**src/rtl/imem_pkg.sv**
```systemverilog
// Shared types and constants for the instruction-memory arbiter and the imem it fronts.
package imem_pkg;

  // Arbiter top-level state: BOOT holds fetch off until the loader finishes.
  typedef enum logic [0:0] {
    ST_BOOT = 1'b0,
    ST_RUN  = 1'b1
  } state_t;

  // Encoding of the imem rw pin.
  localparam logic MEM_READ  = 1'b1;
  localparam logic MEM_WRITE = 1'b0;

  // Number of valid word entries in imem; addresses at or above this are dropped.
  localparam int IMEM_DEPTH = 64;

endpackage : imem_pkg

```
**src/rtl/imem_arbiter.sv**
```systemverilog
// Arbiter sharing the single-port instruction memory between the fetch port and
// the program loader. Boot phase lets only the loader in; afterwards the loader
// has priority but may hold the slot for at most MAX_BURST cycles while fetch waits.
module imem_arbiter
  import imem_pkg::*;
#(
  parameter int AW        = 32,
  parameter int DW        = 32,
  parameter int DEPTH     = IMEM_DEPTH,
  parameter int MAX_BURST = 4,
  parameter int BOOT_HOLD = 1
) (
  input  logic          clk,
  input  logic          reset,
  input  logic          f_req,
  input  logic [AW-1:0] f_addr,
  output logic          f_gnt,
  output logic          f_rvalid,
  output logic [DW-1:0] f_rdata,
  input  logic          l_req,
  input  logic [AW-1:0] l_addr,
  input  logic [DW-1:0] l_wdata,
  output logic          l_gnt,
  output logic          l_err,
  input  logic          load_done,
  output logic          booting,
  output logic [AW-1:0] mem_addr,
  output logic [DW-1:0] mem_wdata,
  output logic          mem_rw,
  input  logic [DW-1:0] mem_rdata
);

  // Counter just wide enough to hold MAX_BURST.
  localparam int              CW          = (MAX_BURST < 1) ? 1 : $clog2(MAX_BURST + 1);
  localparam logic [CW-1:0]   BURST_CAP   = CW'(MAX_BURST);
  localparam logic [CW-1:0]   CNT_ZERO    = CW'(0);
  localparam logic [CW-1:0]   CNT_ONE     = CW'(1);
  localparam logic [AW-1:0]   DEPTH_LIM   = AW'(DEPTH);
  localparam state_t          RESET_STATE = (BOOT_HOLD != 0) ? ST_BOOT : ST_RUN;

  state_t        state;
  state_t        next_state;
  logic [CW-1:0] burst_cnt;
  logic          l_in_range;
  logic          l_slot;

  assign l_in_range = (l_addr < DEPTH_LIM);
  // A dropped out-of-range request still consumes the slot like a real grant.
  assign l_slot     = l_gnt | l_err;
  assign f_rdata    = mem_rdata;
  assign booting    = (state == ST_BOOT);

  // State register: BOOT/RUN, returns to the reset state asynchronously.
  always_ff @(posedge clk or posedge reset) begin
    if (reset) begin
      state <= RESET_STATE;
    end else begin
      state <= next_state;
    end
  end

  // Next-state logic: BOOT leaves on load_done; RUN is only left through reset.
  always_comb begin
    next_state = state;
    case (state)
      ST_BOOT: begin
        if (load_done) begin
          next_state = ST_RUN;
        end else begin
          next_state = ST_BOOT;
        end
      end
      ST_RUN: begin
        next_state = ST_RUN;
      end
      default: begin
        next_state = RESET_STATE;
      end
    endcase
  end

  // Output logic: pick the slot owner and drive grants and the imem port.
  always_comb begin
    f_gnt     = 1'b0;
    l_gnt     = 1'b0;
    l_err     = 1'b0;
    mem_rw    = MEM_READ;
    mem_addr  = {AW{1'b0}};
    mem_wdata = {DW{1'b0}};
    if (reset) begin
      // Hold the imem port idle (read of word 0) while reset is asserted.
      f_gnt = 1'b0;
    end else begin
      case (state)
        ST_BOOT: begin
          // Fetch is locked out; the loader is served every cycle it asks.
          if (l_req) begin
            if (l_in_range) begin
              l_gnt     = 1'b1;
              mem_rw    = MEM_WRITE;
              mem_addr  = l_addr;
              mem_wdata = l_wdata;
            end else begin
              l_err = 1'b1;
            end
          end else begin
            l_gnt = 1'b0;
          end
        end
        ST_RUN: begin
          // Loader wins unless it has already used up its burst while fetch waited.
          if (l_req && !(f_req && (burst_cnt == BURST_CAP))) begin
            if (l_in_range) begin
              l_gnt     = 1'b1;
              mem_rw    = MEM_WRITE;
              mem_addr  = l_addr;
              mem_wdata = l_wdata;
            end else begin
              l_err = 1'b1;
            end
          end else if (f_req) begin
            f_gnt    = 1'b1;
            mem_addr = f_addr;
          end else begin
            f_gnt = 1'b0;
          end
        end
        default: begin
          f_gnt = 1'b0;
        end
      endcase
    end
  end

  // Burst counter: counts loader slots taken while fetch is waiting.
  always_ff @(posedge clk or posedge reset) begin
    if (reset) begin
      burst_cnt <= CNT_ZERO;
    end else if (state != ST_RUN) begin
      burst_cnt <= CNT_ZERO;
    end else if (f_gnt || !f_req) begin
      burst_cnt <= CNT_ZERO;
    end else if (l_slot && (burst_cnt != BURST_CAP)) begin
      burst_cnt <= burst_cnt + CNT_ONE;
    end else begin
      burst_cnt <= burst_cnt;
    end
  end

  // Read-data valid: imem output belongs to the fetch granted one cycle earlier.
  always_ff @(posedge clk or posedge reset) begin
    if (reset) begin
      f_rvalid <= 1'b0;
    end else begin
      f_rvalid <= f_gnt;
    end
  end

endmodule : imem_arbiter

```
**config.mk**
```make
export PLATFORM = sky130hd
export DESIGN_NAME = imem_arbiter
export DESIGN_NICKNAME = d
export VERILOG_FILES = /design/src/rtl/imem_pkg.sv /design/src/rtl/imem_arbiter.sv
export SDC_FILE = /design/constraint.sdc
export NUM_CORES = 1
export LEC_CHECK = 0
export ABC_AREA = 0
export CORE_AREA = 4 4 89 91
export CTS_CLUSTER_SIZE = 14
export DETAILED_ROUTE_END_ITERATION = 7
export DIE_AREA = 0 0 93 95
export MAX_ROUTING_LAYER = met4
export PLACE_DENSITY = 0.74
export SETUP_SLACK_MARGIN = 0.05
export SYNTH_ARGS = -nofsm -noshare
export SYNTH_HDL_FRONTEND = slang
export SYNTH_SLANG_ARGS = --single-unit
```
**constraint.sdc**
```tcl
create_clock -name clk -period 4.6 [get_ports clk]
set_input_delay 0.92 -clock clk [delete_from_list [all_inputs] [get_ports clk]]
set_output_delay 0.92 -clock clk [all_outputs]
set_load 0.02 [all_outputs]
```
==> results.sh <==
export IMPL_status="complete, no violations"
export IMPL_ys_ff_latch=5
export IMPL_antenna_cells=0
export IMPL_max_clock_path_buffers=2
export IMPL_core_sq_um=7140
export IMPL_drv_slew=0
export IMPL_detail_route_wirelength_um=6050
export IMPL_worst_setup_path_start_kind="primary input"
export IMPL_p_leak_uw=0.00101
export IMPL_fmax_mhz=237
export IMPL_drv_cap=0
export IMPL_die_w_um=93
export IMPL_grt_pass1_vias=1739
export IMPL_drt_iter0_drc=24
export IMPL_synth_edf_count=0
export IMPL_drive_above_1_share=0.0340
export IMPL_fin_util=0.383
export IMPL_syn_num_nets=295
export IMPL_first_pass_iters=4
export IMPL_async_flop_share=1.00
export IMPL_ys_seq_area_frac=0.109
export IMPL_cts_setup_buffers=0
export IMPL_hpwl_um=5270
export IMPL_worstMarginPinSlew_ns=0.437
export IMPL_area_delta_synth_final_pct=137
export IMPL_grt_ovfl_total=0
export IMPL_boundaryPins=235
export IMPL_start_util=0.161
export IMPL_cellPowerDensity_nw_per_um2=95.0
export IMPL_via_per_inst=4.02
export IMPL_die_y_um=95
export IMPL_syn_area_per_cell_sq_um=7.20
export IMPL_ant_nets=0
export IMPL_drc=0
export IMPL_yosysMostFrequentCell="and2_1"
export IMPL_synth_top_area_share=0.326
export IMPL_insertion_delay_ns=0.22
export IMPL_end_kind="output port"
export IMPL_post_route_period_util=0.919
export IMPL_yosysWarnings=0
export IMPL_ff_latch_area_sq_um=125
export IMPL_place_congestion=0.869
export IMPL_grt_use_total=0.132
export IMPL_rsz0062_at_grt="false"
export IMPL_fin_setup_tns_ns=0
export IMPL_syn_area_sq_um=1150
export IMPL_clock_sinks=5
export IMPL_grt_pass1_wl_um=8910
export IMPL_antenna_found_initial=0
export IMPL_hold_viol=0
export IMPL_nFillCells=750
export IMPL_path_clk_slew_ns=0.03
export IMPL_ys_top_cells_by_count="60 x and2_1, 33 x buf_4, 8 x nand2_1"
export IMPL_numPortBuffers=170
export IMPL_fin_crit_ns=4.23
export IMPL_wl_per_cell_um=15.4
export IMPL_cts_buffers=3
export IMPL_die_area_sq_um=8840
export IMPL_hold_path_class="flop to flop"
export IMPL_yosysTopAreaCell="and2_1"
export IMPL_ys_types=28
export IMPL_finalSetupViolCount=0
export IMPL_tritoncts="done"
export IMPL_crit_type="primary input to output port"
export IMPL_cts_root_buffer="clkbuf_8"
export IMPL_cp_required_ns=3.68
export IMPL_peakVddDrop_v=0.000148
export IMPL_ys_flop_type="dfrtp_1"
export IMPL_syn_inst=160
export IMPL_rows=31
export IMPL_cp_arrival_ns=3.31
export IMPL_cts_hold_buf=0
export IMPL_cts_max_level=1
export IMPL_cts_resized=0
export IMPL_multiInputGateArea_sq_um=702
export IMPL_grt_start_max_net_pins=35
export IMPL_skew_ns=0.00113
export IMPL_nets=430
export IMPL_worstPathMaxFanout=34
export IMPL_vias=1579
export IMPL_max_slew_margin_rel=0.708
export IMPL_synth_area_top_cells="and2_1 33%, buf_4 21%, dfrtp_1 11%"
## critical path: stages
cell and delay (ns):
clkdlybuf4s50_1 0.41, nor4_1 0.31, and4_1 0.42, o2111a_4 0.44, and2_1 0.18, clkdlybuf4s50_1 0.61
## registers in the layout, indices dropped and copies added (netlist names)
name       count
burst_cnt      3
f_rvalid       1
state          1
## path summary, 6_finish.rpt
check | start | to | slack, ns | cells after the start
max in group asynchronous | reset | f_rvalid | 3.16 | 2
hold / removal | burst_cnt[0] | burst_cnt[0] | 0.54 | 2
setup reg to reg | burst_cnt[0] | f_rvalid | 3.11 | 6
min in group asynchronous | reset | burst_cnt[0] | 1.25 | 2
setup / recovery | l_addr[27] | mem_wdata[30] | 0.37 | 6
hold reg to reg | burst_cnt[0] | burst_cnt[0] | 0.54 | 2
## layer usage
layer	GRT usage	up-vias	routed length (um)
met3	0.0375	20	581
met1	0.142	675	2270
met5	-	-	0
met4	0.0256	0	88
met2	0.241	118	3110
li1	-	766	-
## final cells by class
class                   count  area share
clock buffers               4      0.0165
inverters                   5     0.00687
multi-input cells         108       0.257
flip-flops and latches      5      0.0458
well taps                  99      0.0454
repair buffers            172       0.628
## metrics by stage
stage | worst slack (ns) | total power [uW] | cell area (sq um) | instances | hold slack [ns]
after floorplan | 1.50 | 116 | 1150 | 160 | 0.498
after global placement | 0.401 | 181 | 2690 | 389 | 0.531
after detailed placement | 0.374 | 181 | 2690 | 389 | 0.538
after CTS | 0.356 | 263 | 2730 | 393 | 0.548
after global routing | 0.204 | 275 | 2730 | 393 | 0.571
final | 0.372 | 259 | 2730 | 393 | 0.542
## logic make-up (layout without fill, tap and decap cells)
| kind of cell | count (synthesis) | after routing | share of synthesized area |
|---|---|---|---|
| compound gates | 20 | 20 | 0.139 |
| fa+ha+maj | 2 | 2 | 0.0217 |
| buf+inv | 47 | 181 | 0.282 |
| flops | 5 | 5 | 0.109 |
| simple gates | 86 | 86 | 0.448 |
## power by group
group | internal (uW) | switching (uW) | leakage, uW | total [uW]
Combinational | 94.8 | 40.0 | 0.000919 | 135
Clock | 59.3 | 19.3 | 0.0000228 | 78.6
Sequential | 45.3 | 0.576 | 0.0000635 | 45.9
## layout by cell type, fill, tap and decap left out
cell	count
or2_2	1
a32oi_1	6
nor2_1	2
clkbuf_1	1
nand2_1	8
nand4_1	1
nor3b_1	1
a211oi_2	1
clkbuf_8	3
nand3b_1	1
and3_1	1
and2_1	60
buf_4	2
dfrtp_1	5
ha_1	2
inv_1	5
o21ai_0	2
o2111a_4	1
nor2b_1	1
o21ai_1	1
a211oi_1	6
nand2_2	2
a21oi_1	3
nor4_1	6
clkdlybuf4s50_1	170
and4_1	1
nand3_1	1
No activity file was read; power rests on OpenSTA's default activity.
